===== config.mk =====
export PLATFORM = sky130hd
export DESIGN_NAME = hog_frame_source
export DESIGN_NICKNAME = d
export VERILOG_FILES = /design/src/rtl/hog_frame_source.sv
export SDC_FILE = /design/constraint.sdc
export NUM_CORES = 1
export LEC_CHECK = 0
export CORE_ASPECT_RATIO = 0.5
export CORE_MARGIN = 5
export CORE_UTILIZATION = 35
export CTS_CLUSTER_SIZE = 30
export DETAILED_ROUTE_END_ITERATION = 8
export SYNTH_ARGS = -nofsm -noshare
export SYNTH_HDL_FRONTEND = slang
export SYNTH_SLANG_ARGS = --single-unit

===== constraint.sdc =====
create_clock -name clk -period 2.4 [get_ports clk]
set_input_delay 0.48 -clock clk [delete_from_list [all_inputs] [get_ports clk]]
set_output_delay 0.48 -clock clk [all_outputs]
set_load 0.01 [all_outputs]

===== src/rtl/hog_frame_source.sv =====
// hog_frame_source
//   Parametrised pixel-stream source for the hog pipeline input. Emits whole
//   IMAGE_WIDTH x IMAGE_HEIGHT frames in one of four patterns (LFSR, x-ramp,
//   y-ramp, constant). Supports multi-frame runs, inter-frame gaps, frame
//   markers, abort, a valid/ready handshake that tolerates backpressure, and
//   a completion pulse.
//
// Ports
//   clk, rst          clock (rising edge), asynchronous active-low reset
//   start             one-cycle run request, honoured only when idle
//   abort             ends the run at the next beat boundary
//   mode, const_value pattern select / constant value, latched on start
//   pixel_ready       downstream ready
//   pixel_valid/pixel output beat
//   sof/eol/eof       first pixel of frame / last of line / last of frame
//   busy              streaming or in an inter-frame gap
//   done              one-cycle pulse when a run ends
//   frame_count       frames fully accepted since reset (wraps)
module hog_frame_source #(
    parameter int          DATA_WIDTH   = 8,
    parameter int          IMAGE_WIDTH  = 128,
    parameter int          IMAGE_HEIGHT = 256,
    parameter int          NUM_FRAMES   = 1,
    parameter int          GAP_CYCLES   = 0,
    parameter logic [15:0] LFSR_SEED    = 16'hACE1
) (
    input  logic                  clk,
    input  logic                  rst,
    input  logic                  start,
    input  logic                  abort,
    input  logic [1:0]            mode,
    input  logic [DATA_WIDTH-1:0] const_value,
    input  logic                  pixel_ready,
    output logic                  pixel_valid,
    output logic [DATA_WIDTH-1:0] pixel,
    output logic                  sof,
    output logic                  eol,
    output logic                  eof,
    output logic                  busy,
    output logic                  done,
    output logic [15:0]           frame_count
);

    localparam int XW = (IMAGE_WIDTH  > 1) ? $clog2(IMAGE_WIDTH)  : 1;
    localparam int YW = (IMAGE_HEIGHT > 1) ? $clog2(IMAGE_HEIGHT) : 1;
    localparam logic [XW-1:0] X_LAST    = XW'(IMAGE_WIDTH - 1);
    localparam logic [YW-1:0] Y_LAST    = YW'(IMAGE_HEIGHT - 1);
    localparam logic [15:0]   LFSR_MASK = 16'hB400;

    typedef enum logic [1:0] {
        S_IDLE   = 2'd0,
        S_STREAM = 2'd1,
        S_GAP    = 2'd2,
        S_DONE   = 2'd3
    } state_t;

    state_t                state_q, state_d;
    logic [XW-1:0]         x_q, x_d;
    logic [YW-1:0]         y_q, y_d;
    logic [15:0]           lfsr_q, lfsr_d;
    logic [1:0]            mode_q, mode_d;
    logic [DATA_WIDTH-1:0] const_q, const_d;
    logic [31:0]           run_cnt_q, run_cnt_d;
    logic [15:0]           frame_count_q, frame_count_d;
    logic [31:0]           gap_cnt_q, gap_cnt_d;
    logic                  abort_pend_q, abort_pend_d;

    logic                  xfer;
    logic                  last_x;
    logic                  last_y;
    logic                  last_pix;
    logic                  abort_req;
    logic [DATA_WIDTH-1:0] x_pat;
    logic [DATA_WIDTH-1:0] y_pat;
    logic [DATA_WIDTH-1:0] pat;

    // Ramp patterns are coordinates modulo 2^DATA_WIDTH: truncate or
    // zero-extend depending on which side is wider.
    if (XW >= DATA_WIDTH) begin : g_xpat_trunc
        assign x_pat = x_q[DATA_WIDTH-1:0];
    end else begin : g_xpat_ext
        assign x_pat = {{(DATA_WIDTH-XW){1'b0}}, x_q};
    end

    if (YW >= DATA_WIDTH) begin : g_ypat_trunc
        assign y_pat = y_q[DATA_WIDTH-1:0];
    end else begin : g_ypat_ext
        assign y_pat = {{(DATA_WIDTH-YW){1'b0}}, y_q};
    end

    always_comb begin
        pat = '0;
        case (mode_q)
            2'd0:    pat = lfsr_q[DATA_WIDTH-1:0];
            2'd1:    pat = x_pat;
            2'd2:    pat = y_pat;
            default: pat = const_q;
        endcase
    end

    // All beat outputs decode from registered state only, so they cannot
    // change while a beat is stalled (state only moves on a transfer).
    assign pixel_valid = (state_q == S_STREAM);
    assign xfer        = pixel_valid && pixel_ready;
    assign last_x      = (x_q == X_LAST);
    assign last_y      = (y_q == Y_LAST);
    assign last_pix    = last_x && last_y;
    assign abort_req   = abort || abort_pend_q;

    assign pixel       = pixel_valid ? pat : '0;
    assign sof         = pixel_valid && (x_q == '0) && (y_q == '0);
    assign eol         = pixel_valid && last_x;
    assign eof         = pixel_valid && last_pix;
    assign busy        = (state_q == S_STREAM) || (state_q == S_GAP);
    assign done        = (state_q == S_DONE);
    assign frame_count = frame_count_q;

    always_comb begin
        state_d       = state_q;
        x_d           = x_q;
        y_d           = y_q;
        lfsr_d        = lfsr_q;
        mode_d        = mode_q;
        const_d       = const_q;
        run_cnt_d     = run_cnt_q;
        frame_count_d = frame_count_q;
        gap_cnt_d     = gap_cnt_q;
        abort_pend_d  = abort_pend_q;

        case (state_q)
            S_IDLE: begin
                // start beats a simultaneous abort simply because abort is
                // not looked at here
                if (start) begin
                    state_d      = S_STREAM;
                    x_d          = '0;
                    y_d          = '0;
                    lfsr_d       = LFSR_SEED;
                    mode_d       = mode;
                    const_d      = const_value;
                    run_cnt_d    = '0;
                    abort_pend_d = 1'b0;
                end
            end

            S_STREAM: begin
                if (xfer) begin
                    // Galois, right shift; advanced per accepted beat only
                    lfsr_d = {1'b0, lfsr_q[15:1]} ^ (lfsr_q[0] ? LFSR_MASK : 16'h0000);

                    if (last_x) begin
                        x_d = '0;
                        y_d = last_y ? '0 : y_q + 1'b1;
                    end else begin
                        x_d = x_q + 1'b1;
                    end

                    if (last_pix) begin
                        frame_count_d = frame_count_q + 16'd1;
                        run_cnt_d     = run_cnt_q + 32'd1;
                    end

                    abort_pend_d = 1'b0;
                    if (abort_req) begin
                        state_d = S_DONE;
                    end else if (last_pix) begin
                        if ((NUM_FRAMES != 0) && (run_cnt_q + 32'd1 == 32'(NUM_FRAMES))) begin
                            state_d = S_DONE;
                        end else if (GAP_CYCLES > 0) begin
                            state_d   = S_GAP;
                            gap_cnt_d = 32'(GAP_CYCLES - 1);
                        end
                    end
                end else if (abort) begin
                    // beat is stalled: remember the request until it drains
                    abort_pend_d = 1'b1;
                end
            end

            S_GAP: begin
                if (abort_req) begin
                    state_d      = S_DONE;
                    abort_pend_d = 1'b0;
                end else if (gap_cnt_q == '0) begin
                    state_d = S_STREAM;
                end else begin
                    gap_cnt_d = gap_cnt_q - 32'd1;
                end
            end

            default: begin
                state_d      = S_IDLE;
                abort_pend_d = 1'b0;
            end
        endcase
    end

    always_ff @(posedge clk or negedge rst) begin
        if (!rst) begin
            state_q       <= S_IDLE;
            x_q           <= '0;
            y_q           <= '0;
            lfsr_q        <= LFSR_SEED;
            mode_q        <= '0;
            const_q       <= '0;
            run_cnt_q     <= '0;
            frame_count_q <= '0;
            gap_cnt_q     <= '0;
            abort_pend_q  <= 1'b0;
        end else begin
            state_q       <= state_d;
            x_q           <= x_d;
            y_q           <= y_d;
            lfsr_q        <= lfsr_d;
            mode_q        <= mode_d;
            const_q       <= const_d;
            run_cnt_q     <= run_cnt_d;
            frame_count_q <= frame_count_d;
            gap_cnt_q     <= gap_cnt_d;
            abort_pend_q  <= abort_pend_d;
        end
    end

endmodule


==> impl_metrics.ini <==
[worst_setup_path]
r2r-end = state_q[1]$_DFFE_PN0P_
worstPathRequired_ns = 1.92
crit_start = x_q[0]$_DFFE_PN0P_
rrSetupSlack_ns = -0.01
start_kind = flop
worstReg2RegStart = gap_cnt_q[17]$_DFFE_PN0P_
crit_path_end = eof
critPathMaxFanout = 2
crit_arrival_ns = 1.97
criticalPathCategory = reg -> out
crit_path_end_kind = output port
reg2reg_depth = 8

[place]
port_buffers = 44
dpl-instance-area_sq_um = 8510
dpl.hpwl_mm = 12.8
gp_congestion = 0.858

[synthesis]
synth_seq_cells = 124
syn-instance-count = 691
syn_nets = 719
syn_area_sq_um = 6830
synth_fa_ha_area_frac = 0.0238
synthSimpleGateAreaFrac = 0.232
synthXorXnorAreaFrac = 0.0744
avgSynthCellArea_sq_um = 9.88
seq_area_frac_synth = 0.456
synth-main-ff-cell = dfrtp_1
synth_async_sr_flop_share = 1.00
synth-edff-count = 0
synth_top_family_by_area = simple AND/OR/NAND/NOR gates
yosys_warnings = 0
yosysUniqueCellTypes = 65
synthMuxAreaShare = 0.0506
synth-compound-area-share = 0.132

[timing]
timing.fmax_mhz = 408
final_max_slew_viol_count = 0
grt_setup_unrepaired = yes
post-route-min-period_ns = 2.45
worstMarginPinSlew_ns = 0.588
fin_ws_ns = -0.0540
whs_ns = 0.0569
worst_slew_margin_rel = 0.608
fin_skew_ns = 0.00812
hold_viol = 0
setup_viol = 2
fin_crit_sh = 1.02

[global_routing]
grt_pass1_wl_mm = 30.4
grt_start_max_net_pins = 42
grt_util_met3 = 0.0428
grt.total_usage = 0.166
overflow = 0
use_met1 = 0.210
gr-usage-met2 = 0.277
grt_pass1_vias = 5980
antenna_found_initial = 0
top_usage_layer = met2

[cts]
clk-insertion-delay-late_ns = 0.42
numCtsBuffers = 17
cts_hold_buffers = 0
clkTransAtPathRegs_ns = 0.06
cts_max_level = 4
cts_buffer_depth = 2
clockRootBuffer = clkbuf_16
cts_tree = done
clock-sinks = 124

[pwr]
peakVddDrop_mv = 0.609
power_density_nw_per_um2 = 984
cellLeakagePower_nw = 4.16
fin_total_pwr_mw = 9.06

[final_layout]
final_nets = 881
drive_gt1_frac = 0.292
fillCellCount = 1785
stdcell_area_sq_um = 9200
final_cell_mix = buf_4, dfrtp_1, nand2_1, o21ai_0, nor2_1
syn2layout_area_growth_pct = 34.8
layout_commonest_cell = buf_4
antenna_cells = 0

[drt]
viasPerCell = 5.22
first_pass_iters = 5
wl_mm = 18.1
drc = 0
wl_per_cell_um = 15.9
dr.first_iter.drc_count = 354
ant_nets = 0
route.vias.total = 5914

[floorplan]
die_area_sq_um = 22600
die_w_um = 208
fp.dieH_um = 109
ios = 45
start_util = 0.353
rows = 36
core_region_area_sq_um = 19300

[job]
maxCapViolCount = 0

[run_status]
outcome = finished, violations left
violations = setup timing

[worst_hold_path]
hold_class = in -> async
kinds of logic after synthesis:
group	count (synthesis)
AOI/OAI and AO/OA	143
adders and majority gates	13
xor gates and xnor gates	58
buffers and inverters	51
DFF	124
muxes	24
and+or+nand+nor	278
synthesized netlist by cell type, types with 12 or more instances:
master,number,share of area
and2_1,14,0.013
mux2_2,14,0.023
clkbuf_1,28,0.015
nand2_1,63,0.035
and3_1,14,0.013
ha_1,13,0.024
o31ai_1,15,0.016
o21ai_0,58,0.043
nand3_1,37,0.027
nor3_1,15,0.011
dfrtp_1,116,0.43
xnor2_1,32,0.041
nor2_1,46,0.025
xor2_1,26,0.033
and4_1,12,0.015
inv_1,13,0.0071
a21oi_1,20,0.015
nand4_1,24,0.022
worst min-delay path by stage:
stage                                         start                         to  slack [ns]  cells past startpoint
after detailed placement  gap_cnt_q[31]$_DFFE_PN0P_  gap_cnt_q[31]$_DFFE_PN0P_        0.46                      1
after CTS                                       rst       y_pat[5]$_DFFE_PN0P_        0.07                      1
after floorplan                                 rst   abort_pend_q$_DFFE_PN0P_        0.18                      0
after global routing                            rst       y_pat[5]$_DFFE_PN0P_        0.09                      1
after global placement    gap_cnt_q[25]$_DFFE_PN0P_  gap_cnt_q[25]$_DFFE_PN0P_        0.46                      1
final                                           rst       y_pat[5]$_DFFE_PN0P_        0.06                      1
flip-flops by register name, summed over array words and instances, names as in the netlist:
signal,flops
run_cnt_q,32
mode_q,2
y_pat,8
lfsr_q,16
const_q,8
state_q,2
x_q,7
gap_cnt_q,32
frame_count,16
abort_pend_q,1
stage by stage:
step / setup slack [ns] / TNS, ns / utilization / cells
floorplan: 0.00312 / 0 / - / 691
global placement: -0.0921 / -0.286 / 0.440 / 1094
detailed placement: -0.134 / -0.622 / 0.440 / 1094
CTS: -0.109 / -0.217 / 0.472 / 1130
global route: -0.170 / -0.530 / 0.476 / 1132
finish: -0.0540 / -0.0616 / 0.476 / 1132
power breakdown:
| part | internal (mW) | switching, mW |
|---|---|---|
| Sequential | 2.61 | 0.431 |
| Clock | 1.49 | 0.918 |
| Combinational | 1.85 | 1.75 |
area by class of cell:
class,instances,area [sq um],area share
Inverter,13,48.8,0.00530
Multi-Input combinational cell,516,3640,0.396
Tap cell,266,333,0.0362
Timing Repair Buffer,181,1510,0.164
Clock inverter,8,67.6,0.00734
Sequential cell,124,3110,0.338
Clock buffer,24,482,0.0523
critical path, cell delays in order (launching register included):
cell and delay, ns:
dfrtp_1 0.35, ha_2 0.18, nand3_1 0.11, or2_1 0.25, or3_4 0.41, nor2_4 0.12
buf_6 0.12
per-layer routing:
metal	share of wire	wire length [um]	vias up
li1	-	-	2855
met1	0.47	8420	2909
met2	0.47	8570	117
met3	0.037	674	33
met4	0.022	391	0
met5	0	0	-
what timing repair did:
action / in CTS / in global routing
buffers inserted: 4 / 2
pin swaps: 1 / 5
setup endpoints to repair: 14 / 67
resized for setup: 44 / 34
No activity file was read; power rests on OpenSTA's default activity.
